===== src/rtl/disp_arbiter_if.sv =====
// Display-arbiter bus: request/word inputs toward the arbiter and registered display outputs back.
interface disp_arbiter_if;
  logic [3:0]  req;
  logic [19:0] hello_in;
  logic [19:0] edit_in;
  logic [19:0] help_in;
  logic [19:0] err_in;
  logic        err_ack;
  logic [19:0] disp;
  logic [3:0]  grant;
  logic        err_active;

  modport master (
    output req, hello_in, edit_in, help_in, err_in, err_ack,
    input  disp, grant, err_active
  );

  modport slave (
    input  req, hello_in, edit_in, help_in, err_in, err_ack,
    output disp, grant, err_active
  );
endinterface


===== src/rtl/disp_arbiter.sv =====
// Display source arbiter: priority grant with minimum hold time and edge-triggered error preemption.
module disp_arbiter #(
  parameter int unsigned HOLD  = 4,
  parameter logic [19:0] BLANK = 20'hFFFFF
) (
  input  logic           clk,
  input  logic           rst,
  disp_arbiter_if.slave  bus
);

  typedef enum logic [1:0] {
    ST_IDLE,
    ST_NORMAL,
    ST_ERROR
  } state_t;

  localparam logic [7:0] HOLD_M1 = 8'(HOLD - 1);

  state_t      state_q, state_d;
  logic [3:0]  grant_q, grant_d;
  logic [7:0]  cnt_q, cnt_d;
  logic        req3_q;
  logic [19:0] disp_q, disp_d;

  logic        err_set;
  logic [3:0]  winner;

  assign err_set = bus.req[3] & ~req3_q;

  always_comb begin
    winner = '0;
    if (bus.req[2])      winner = 4'b0100;
    else if (bus.req[1]) winner = 4'b0010;
    else if (bus.req[0]) winner = 4'b0001;
  end

  always_comb begin
    state_d = state_q;
    grant_d = grant_q;
    cnt_d   = (cnt_q == 8'd0) ? 8'd0 : cnt_q - 8'd1;

    if (err_set) begin
      state_d = ST_ERROR;
      grant_d = 4'b1000;
      cnt_d   = HOLD_M1;
    end else begin
      case (state_q)
        ST_ERROR: begin
          // Acks arriving while the hold is still running are dropped, not queued.
          if (bus.err_ack && cnt_q == 8'd0) begin
            grant_d = winner;
            cnt_d   = HOLD_M1;
            state_d = (winner == 4'b0000) ? ST_IDLE : ST_NORMAL;
          end
        end
        default: begin
          if (cnt_q == 8'd0 && winner != 4'b0000 && winner != grant_q) begin
            grant_d = winner;
            cnt_d   = HOLD_M1;
            state_d = ST_NORMAL;
          end
        end
      endcase
    end
  end

  always_comb begin
    disp_d = BLANK;
    case (grant_q)
      4'b0001: disp_d = bus.hello_in;
      4'b0010: disp_d = bus.edit_in;
      4'b0100: disp_d = bus.help_in;
      4'b1000: disp_d = bus.err_in;
      default: disp_d = BLANK;
    endcase
  end

  always_ff @(posedge clk or posedge rst) begin
    if (rst) begin
      state_q <= ST_IDLE;
      grant_q <= '0;
      cnt_q   <= '0;
      req3_q  <= 1'b0;
      disp_q  <= BLANK;
    end else begin
      state_q <= state_d;
      grant_q <= grant_d;
      cnt_q   <= cnt_d;
      req3_q  <= bus.req[3];
      disp_q  <= disp_d;
    end
  end

  assign bus.grant      = grant_q;
  assign bus.disp       = disp_q;
  assign bus.err_active = (state_q == ST_ERROR);

endmodule

===== src/flat_wrapper.sv =====
// flat-port wrapper written by rule: the top's interface ports become plain ports
module disp_arbiter_flat 
#(
  parameter int unsigned HOLD  = 4,
  parameter logic [19:0] BLANK = 20'hFFFFF
)
  (clk, rst, bus_req, bus_hello_in, bus_edit_in, bus_help_in, bus_err_in, bus_err_ack, bus_disp, bus_grant, bus_err_active);
  disp_arbiter_if bus_i ();
  input  logic clk;
  input  logic rst;
  input wire logic [$bits(bus_i.req)-1:0] bus_req;
  input wire logic [$bits(bus_i.hello_in)-1:0] bus_hello_in;
  input wire logic [$bits(bus_i.edit_in)-1:0] bus_edit_in;
  input wire logic [$bits(bus_i.help_in)-1:0] bus_help_in;
  input wire logic [$bits(bus_i.err_in)-1:0] bus_err_in;
  input wire logic [$bits(bus_i.err_ack)-1:0] bus_err_ack;
  output wire logic [$bits(bus_i.disp)-1:0] bus_disp;
  output wire logic [$bits(bus_i.grant)-1:0] bus_grant;
  output wire logic [$bits(bus_i.err_active)-1:0] bus_err_active;
  assign bus_i.req = bus_req;
  assign bus_i.hello_in = bus_hello_in;
  assign bus_i.edit_in = bus_edit_in;
  assign bus_i.help_in = bus_help_in;
  assign bus_i.err_in = bus_err_in;
  assign bus_i.err_ack = bus_err_ack;
  assign bus_disp = bus_i.disp;
  assign bus_grant = bus_i.grant;
  assign bus_err_active = bus_i.err_active;
  disp_arbiter #(.HOLD(HOLD), .BLANK(BLANK)) u_core (.clk(clk), .rst(rst), .bus(bus_i));
endmodule

===== config.mk =====
export PLATFORM = sky130hd
export DESIGN_NAME = disp_arbiter_flat
export DESIGN_NICKNAME = d
export VERILOG_FILES = /design/src/rtl/disp_arbiter_if.sv /design/src/rtl/disp_arbiter.sv /design/src/flat_wrapper.sv
export SDC_FILE = /design/constraint.sdc
export NUM_CORES = 1
export LEC_CHECK = 0
export BUFFER_PORTS_ARGS = -buffer_cell sky130_fd_sc_hd__buf_2
export CORE_MARGIN = 2
export CORE_UTILIZATION = 43
export CTS_CLUSTER_DIAMETER = 150
export DETAILED_ROUTE_END_ITERATION = 10
export PLACE_DENSITY = 0.9
export SLEW_MARGIN = 10
export SYNTH_ARGS = -nofsm -noshare
export SYNTH_HDL_FRONTEND = slang
export SYNTH_SLANG_ARGS = --single-unit

===== constraint.sdc =====
create_clock -name clk -period 2.1 [get_ports clk]
set_input_delay 0.63 -clock clk [delete_from_list [all_inputs] [get_ports clk]]
set_output_delay 0.63 -clock clk [all_outputs]
set_load 0.01 [all_outputs]

==> impl_metrics.toml <==
[run_status]
status = "finished clean"

[setup_path]
crit_type = "reg -> out"
worstSetupStartpointType = "register"
crit_slowest_cell = "dfrtp_1"
worst_setup_path_end_kind = "output pin"
r2r_setup_slack_ps = 390
crit_cells = 2
r2r_cells = 5
cp_slowest_stage_delay_ps = 570
required_ps = 1470
crit_fanout = 10
r2r_start = "u_core.bus.grant[2]"
endpoint = "bus_err_active"
worst-path-buf-inv = 1
cp_cell_sequence = "nor2b_1, buf_2"
critPathTopFamily = "flip-flops"
critPathLaunch = "u_core.state_q[1]"
r2r_end = "u_core.state_q[1]"
worstPathArrival_ps = 1240

[yosys]
syn_area_per_cell_um2 = 10.2
syn_inst = 177
synth_edf_count = 0
synth_nets = 266
synthFlopType = "dfstp_2"
yosys_warnings = 0
ys_types = 31
synthArstFlopShare = 1.00
seq_area_frac_synth = 0.486
synth_area_mm2 = 0.00180
ys_ff_latch = 34

[floorplan]
rows = 23
start_util = 0.448
io_pins = 112
die_y_um = 68.8
dieArea_mm2 = 0.00473
core_mm2 = 0.00403
die_w_um = 68.8

[clock_network]
cts_tree = "built"
cts_buffers = 5
clock_latency_ps = 280
ctsRootBufferMaster = "clkbuf_8"
ctsHtreeMaxLevel = 2
cts.sinks = 34
postCtsHoldBufs = 0
post-cts-setup-buffers = 0
clockBufferDepth = 2
clk_pin_slew_ps = 70
post_cts_resized = 0

[finish]
n_antenna_cell = 0
drive_gt1_frac = 0.537
area_growth_pct = 39.1
nFillCells = 348
layout_commonest_cell = "buf_2"
multiInputGateArea_um2 = 868
layout.area.seq_um2 = 876
final_cell_mix = "buf_2, a22oi_1, nand3_1"
nets = 375

[routing]
viasPerCell = 5.28
ant_nets = 0
num_vias = 1779
drc = 0
route.met2.wl_um = 2410
wl_um = 4730
drtPass1Iterations = 4
wl_met3_um = 355
wl_per_cell_um = 14.0
initialDrtViolationCount = 100
top_layer_used = "met4"
wl_met1_um = 1940

[pwr]
total_power_mw = 3.13
p_per_area_mw_per_mm2 = 1250
p_leak_nw = 1.24
ir_drop_mv = 0.529

[timing]
final_max_slew_viol_count = 0
finalCritPeriodShare = 0.888
rsz0062_at_grt = "no"
max_freq_mhz = 536
max_slew_margin = 0.750
final-setup-viol-count = 0
min_period_ps = 1870
finalSetupTns_ps = 0
hold_viol = 0
finClkSkew_ps = 5.25
worst_pin_slew_ps = 375

[global_route]
grt_overflow_total = 0
antenna_found_initial = 0
grt_pass1_vias = 1632
gr-usage-all-layers = 0.214
grt_max_degree = 21
grt_pass1_wl_um = 7490

[placed_design]
gp_congestion = 0.798
dp_hpwl_um = 3690
portBuffers = 111

[run]
drv_cap = 0

[hold_path]
hold_class = "in -> async"
kinds of logic (layout without fill, tap and decap cells):
family	after synthesis	in the layout	synth area share
AO/OA/AOI/OAI	50	50	0.212
XOR/XNOR	8	8	0.0389
adder cells (fa/ha/maj)	2	2	0.0139
buffers and inverters	19	129	0.0465
flip-flops	34	34	0.486
multiplexers	3	3	0.0167
AND/OR/NAND/NOR	61	61	0.187
worst min path at each step:
stage / end / slack [ps] / cells past startpoint
after global routing: u_core.cnt_q[3] / 390 / 3
after detailed placement: u_core.cnt_q[7] / 530 / 2
final: u_core.cnt_q[3] / 370 / 3
after global placement: u_core.cnt_q[7] / 520 / 2
after floorplan: u_core.cnt_q[7] / 510 / 2
after CTS: u_core.cnt_q[3] / 370 / 3
state kept, by name (all words and copies together), names as in the netlist:
| register | flops |
|---|---|
| u_core.state_q | 2 |
| u_core.bus.disp | 20 |
| u_core.cnt_q | 8 |
| u_core.bus.grant | 3 |
| u_core.req3_q | 1 |
area by class of cell:
type | instances | area share
inverter | 3 | 0.00449
clock inverter | 2 | 0.00399
clock buffer | 6 | 0.0289
tap | 50 | 0.0249
timing repair buffer | 118 | 0.242
sequential | 34 | 0.349
multi-input combinational | 124 | 0.346
synth_stat cells (all sizes together), types with 3 or more instances:
| master | instances | area [um2] |
|---|---|---|
| dfrtp | 14 | 350 |
| nor3 | 5 | 25.0 |
| a22oi | 40 | 300 |
| dfstp | 20 | 526 |
| xor2 | 5 | 43.8 |
| mux2i | 3 | 30.0 |
| o21ai | 4 | 20.0 |
| clkbuf | 8 | 30.0 |
| xnor2 | 3 | 26.3 |
| nor2 | 10 | 37.5 |
| buf | 8 | 42.5 |
| nand3 | 22 | 110 |
| nor4b | 4 | 35.0 |
| inv | 3 | 11.3 |
| nand2 | 8 | 30.0 |
through the flow:
stage	hold slack [ps]	util	area, um2	cells	worst slack, ps
CTS	369	0.623	2510	337	221
detailed placement	532	0.602	2430	329	145
global route	386	0.623	2510	337	113
global placement	523	0.602	2430	329	219
finish	371	0.623	2510	337	234
floorplan	506	-	1800	177	391
worst min-delay path, cell delays in order:
cell and delay (ps):
buf_2 100, inv_1 60, buf_4 230
power breakdown:
part / leakage [nW] / internal (mW) / switching [mW]
Sequential: 0.389 / 1.09 / 0.170
Combinational: 0.806 / 0.630 / 0.794
Clock: 0.0450 / 0.229 / 0.220
layer usage:
metal | global-route usage | vias to the layer above
li1 | - | 878
met1 | 0.254 | 821
met2 | 0.385 | 76
met5 | 0 | -
met3 | 0.0633 | 4
met4 | 0.0368 | 0
No activity file was read; power rests on OpenSTA's default activity.
